<file path="config.mk">
export PLATFORM = sky130hd
export DESIGN_NAME = handshakes_delay_valid_data
export DESIGN_NICKNAME = d
export VERILOG_FILES = /design/src/rtl/handshakes_delay_valid_data.sv
export SDC_FILE = /design/constraint.sdc
export NUM_CORES = 1
export LEC_CHECK = 0
export CAP_MARGIN = 20
export CORE_AREA = 2 2 39 41
export DETAILED_ROUTE_END_ITERATION = 8
export DIE_AREA = 0 0 41 43
export DONT_BUFFER_PORTS = 1
export SYNTH_ARGS = -nofsm -noshare
export SYNTH_HDL_FRONTEND = slang
export SYNTH_SLANG_ARGS = --single-unit
</file>
<file path="constraint.sdc">
create_clock -name clk -period 1.1 [get_ports clk]
set_input_delay 0.165 -clock clk [delete_from_list [all_inputs] [get_ports clk]]
set_output_delay 0.165 -clock clk [all_outputs]
set_load 0.01 [all_outputs]
</file>
<file path="src/rtl/handshakes_delay_valid_data.sv">
// ---------------------------------------------------------------------------
// handshakes_delay_valid_data
//
// Forward register slice for a valid/ready stream. It adds one clock of
// latency on the valid/data path without losing or duplicating beats. It
// sustains one transfer per cycle while the consumer stays ready.
//
// Build option:
//   HSK_DVD_SKID_EN  adds a skid register (capacity 2) and registers
//                    up_ready, which removes the combinational
//                    down_ready -> up_ready path.
//   (undefined)      uses a single register. up_ready is then
//                    !down_valid || down_ready.
//
// Ports:
//   clk         sole clock, rising edge
//   rst_n       asynchronous active-low reset
//   up_valid    upstream beat present
//   up_data     upstream payload [WORD_WIDTH-1:0]
//   up_ready    stage can accept a beat this cycle
//   down_valid  registered beat available downstream
//   down_data   registered payload [WORD_WIDTH-1:0]
//   down_ready  downstream accepts the beat this cycle
// ---------------------------------------------------------------------------
module handshakes_delay_valid_data #(
  parameter int WORD_WIDTH = 8
) (
  input  logic                  clk,
  input  logic                  rst_n,
  input  logic                  up_valid,
  input  logic [WORD_WIDTH-1:0] up_data,
  output logic                  up_ready,
  output logic                  down_valid,
  output logic [WORD_WIDTH-1:0] down_data,
  input  logic                  down_ready
);

  logic                  valid_q, valid_d;
  logic [WORD_WIDTH-1:0] data_q,  data_d;

`ifdef HSK_DVD_SKID_EN

  logic                  skid_valid_q, skid_valid_d;
  logic [WORD_WIDTH-1:0] skid_data_q,  skid_data_d;
  logic                  up_ready_q,   up_ready_d;
  logic                  main_open;

  // up_ready_q is always !skid_valid_q. A skid beat therefore never coincides
  // with an upstream transfer, so the main register has one source per cycle.
  always_comb begin
    valid_d      = valid_q;
    data_d       = data_q;
    skid_valid_d = skid_valid_q;
    skid_data_d  = skid_data_q;
    main_open    = !valid_q || down_ready;

    if (main_open) begin
      if (skid_valid_q) begin
        valid_d      = 1'b1;
        data_d       = skid_data_q;
        skid_valid_d = 1'b0;
      end else begin
        valid_d = up_valid && up_ready_q;
        if (up_valid && up_ready_q) begin
          data_d = up_data;
        end
      end
    end else if (up_valid && up_ready_q) begin
      // Main register is held by a stalled consumer; park the new beat.
      skid_valid_d = 1'b1;
      skid_data_d  = up_data;
    end

    up_ready_d = !skid_valid_d;
  end

  always_ff @(posedge clk or negedge rst_n) begin
    if (!rst_n) begin
      valid_q      <= 1'b0;
      data_q       <= '0;
      skid_valid_q <= 1'b0;
      skid_data_q  <= '0;
      up_ready_q   <= 1'b1;
    end else begin
      valid_q      <= valid_d;
      data_q       <= data_d;
      skid_valid_q <= skid_valid_d;
      skid_data_q  <= skid_data_d;
      up_ready_q   <= up_ready_d;
    end
  end

  assign up_ready = up_ready_q;

`else

  // Accept when empty or when the held beat leaves in this same cycle.
  assign up_ready = !valid_q || down_ready;

  always_comb begin
    valid_d = valid_q;
    data_d  = data_q;
    if (up_ready) begin
      valid_d = up_valid;
      if (up_valid) begin
        data_d = up_data;
      end
    end
  end

  always_ff @(posedge clk or negedge rst_n) begin
    if (!rst_n) begin
      valid_q <= 1'b0;
      data_q  <= '0;
    end else begin
      valid_q <= valid_d;
      data_q  <= data_d;
    end
  end

`endif

  assign down_valid = valid_q;
  assign down_data  = data_q;

endmodule

</file>
==> summary.txt <==
Setup path
  – Biggest cell delay along the critical path: 0.40 ns
  – CP cell instances: nand2b_4 > buf_6
  – Crit-path max FO: 2
  – R2R Setup Slk: about 0.06 ns
  – RR Endpoint: down_data[6]$_DFFE_PN0P_
  – CP Launch Type: register
  – CP top delay family: flip-flops
  – Worst EP required: between 0.9 and 1 ns
  – Slowest cell on the critical path: dfrtp_1
  – Setup crit end kind: output pin
  – Crit path DAT: approximately 0.9 ns
  – Worst r2r src: down_valid$_DFFE_PN0P_
  – Worst path bufs/invs: 1
  – WS Path Type: reg -> out
  – Number of cells on the worst reg-to-reg path: 3

STA
  – Final period utilization: a little over nine tenths
  – Fin Hold WS: 0.0117 ns
  – Setup Viol. Count Final: 0
  – Worst Tran Pin Value: between 0.4 and 0.5 ns
  – Slew Viols, Final: 0
  – Minimum clock period: between 1 and 1.5 ns
  – Skew final: about 0.0056 ns
  – Worst setup margin: 0.0401 ns
  – RSZ-0062 raised after global routing: yes
  – Fmax: between 0.9 and 1 GHz
  – Setup TNS Final: 0 ns
  – Final Hold Fails: 0
  – Rel. slew slack: between 70% and 80%

Floorplanning
  – Overall die area: around 1800 um2
  – Die width: about 41 um
  – Core area: between 1000 and 1500 um2
  – IO Pins: 22
  – Die height: 43 um
  – Row cnt: 14
  – Initial Util: between 20% and 30%

Detailed routing
  – Routed wire length: about 650 um
  – # DRC: 0
  – Remaining antenna violation count after routing: 0
  – First DRT Iteration DRCs: 0
  – Wire per inst: between 15 and 20 um
  – Via count: 193
  – Post-DR vias/cell: around 4.5
  – Pre-antenna DRT Iters: 1

CTS
  – CTS clock-pin slew for the worst setup and hold paths: 0.07 ns
  – Clock latency on the worst-skew pair: 0.26 ns
  – Post-CTS Setup Bufs: 0
  – Largest buffer count on any clock path: 2
  – H-tree Lvls: 1
  – CTS tree: yes
  – CTS Buf Count: 3
  – TritonCTS Sinks: 9
  – Clk root buf: clkbuf_4

Hold path
  – Worst Hold End: down_valid$_DFFE_PN0P_
  – Worst Hold Class: in -> reg
  – Hold Crit Start: up_valid
  – Hold Crit Depth: 1

Logic synthesis
  – YS warnings: 0
  – Syn_area_per_cell: 19.3 um2
  – Yosys reg bits: 9
  – Syn Nets: 32
  – Synth cell types: 5
  – Sequential area share after synthesis: between 50% and 60%
  – Mapped Cells: 20
  – Post-Syn Area: just under 400 um2

GRT
  – Antenna violations before repair: 0
  – First-pass GRT wire length: between 900 and 1000 um
  – Global Route Usage Sum: around 8.4%
  – Gr ovfl total: 0
  – Vias in the first global route: about 210
  – Pin count of the biggest net entering global routing: 10

Final layout
  – Antenna diodes: 0
  – Synthesis-to-finish area growth: 19.5%
  – Final Cell Area: between 400 and 500 um2
  – Share of cells above drive strength 1: 55.6%
  – Finished Layout Cells: between 40 and 50
  – Nets@finish: 40

Place
  – Post-placement cell area: 420 um2
  – GPL Wtd Cong: 0.594
  – Detailed Place HPWL: about 480 um
  – PortBufs: 0
  – Placed insts: 38
  – Placement Setup Slack: between 0.07 and 0.08 ns

Run
  – Max-cap violations: 0

Outcome
  – Outcome: complete, no violations

Power and ir drop
  – Leakage: approximately 0.22 nW
  – Worst ir drop on vdd: approximately 0.00058 V
  – Pwr dens: roughly 1800 nW/um2
-- per-layer routing --
metal	share of wire, %	vias to the layer above	global-route usage [%]
li1	-	85	-
met1	40	94	9.57
met2	47	14	11.6
met3	14	0	5.76
met4	0	0	4.00
met5	0	-	0
-- synthesized netlist by cell type, drive strengths merged --
| master | n | area (um2) |
|---|---|---|
| mux2 | 8 | 120 |
| nand2 | 1 | 20.0 |
| nand2b | 2 | 20.0 |
| dfrtp | 9 | 225 |
-- logic make-up after synthesis --
| group | Yosys count | share of synthesized area [%] |
|---|---|---|
| simple gates | 3 | 10.4 |
| flops | 9 | 58.4 |
| mux | 8 | 31.2 |
-- through the flow --
stage               util [%]  power (W)
detailed placement      30.4   0.000547
global placement        30.4   0.000545
finish                  33.3   0.000809
global route            33.3   0.000860
floorplan                  -   0.000523
CTS                     33.0   0.000821
-- what timing repair did --
item | 4_1_cts | 5_1_grt
hold endpoints to repair | 9 | 0
resized for setup | 0 | 1
hold buffers | 1 | 0
endpoints found under the setup margin | 0 | 1
-- report_power, final --
| part | switching, W | internal, W |
|---|---|---|
| logic | 0.0000375 | 0.0000811 |
| clock network | 0.000120 | 0.000140 |
| registers | 0.0000538 | 0.000377 |
| total | 0.000211 | 0.000598 |
-- cell usage in the layout (no fill, tap or decap) --
master and count:
buf_4 1, buf_6 1, clkbuf_1 1, clkbuf_4 3, dfrtp_1 9, dlygate4sd3_1 1, mux2_4 8, nand2_8 1
nand2b_1 1, nand2b_4 1
-- state kept, by name, summed over array words and instances (netlist names) --
signal,count
down_valid,1
down_data,8
-- how the worst max path moves through the flow --
stage / startpoint / to / slack (ns) / depth (start not counted)
6_report: down_valid$_DFFE_PN0P_ / up_ready / 0.04 / 2
5_1_grt: down_valid$_DFFE_PN0P_ / up_ready / -0.0003 / 2
4_1_cts: down_valid$_DFFE_PN0P_ / up_ready / 0.01 / 2
3_5_place_dp: down_valid$_DFFE_PN0P_ / down_data[6]$_DFFE_PN0P_ / 0.07 / 3
3_3_place_gp: down_valid$_DFFE_PN0P_ / down_data[7]$_DFFE_PN0P_ / 0.09 / 3
2_1_floorplan: down_valid$_DFFE_PN0P_ / down_data[0]$_DFFE_PN0P_ / 0.04 / 3
-- cell type report --
class,count,area (um2)
Multi-Input combinational cell,11,160
Sequential cell,9,225
Fill cell,140,923
Clock buffer,4,26.3
Timing Repair Buffer,3,28.8
Tap cell,16,20.0
No activity file was read; power rests on OpenSTA's default activity.
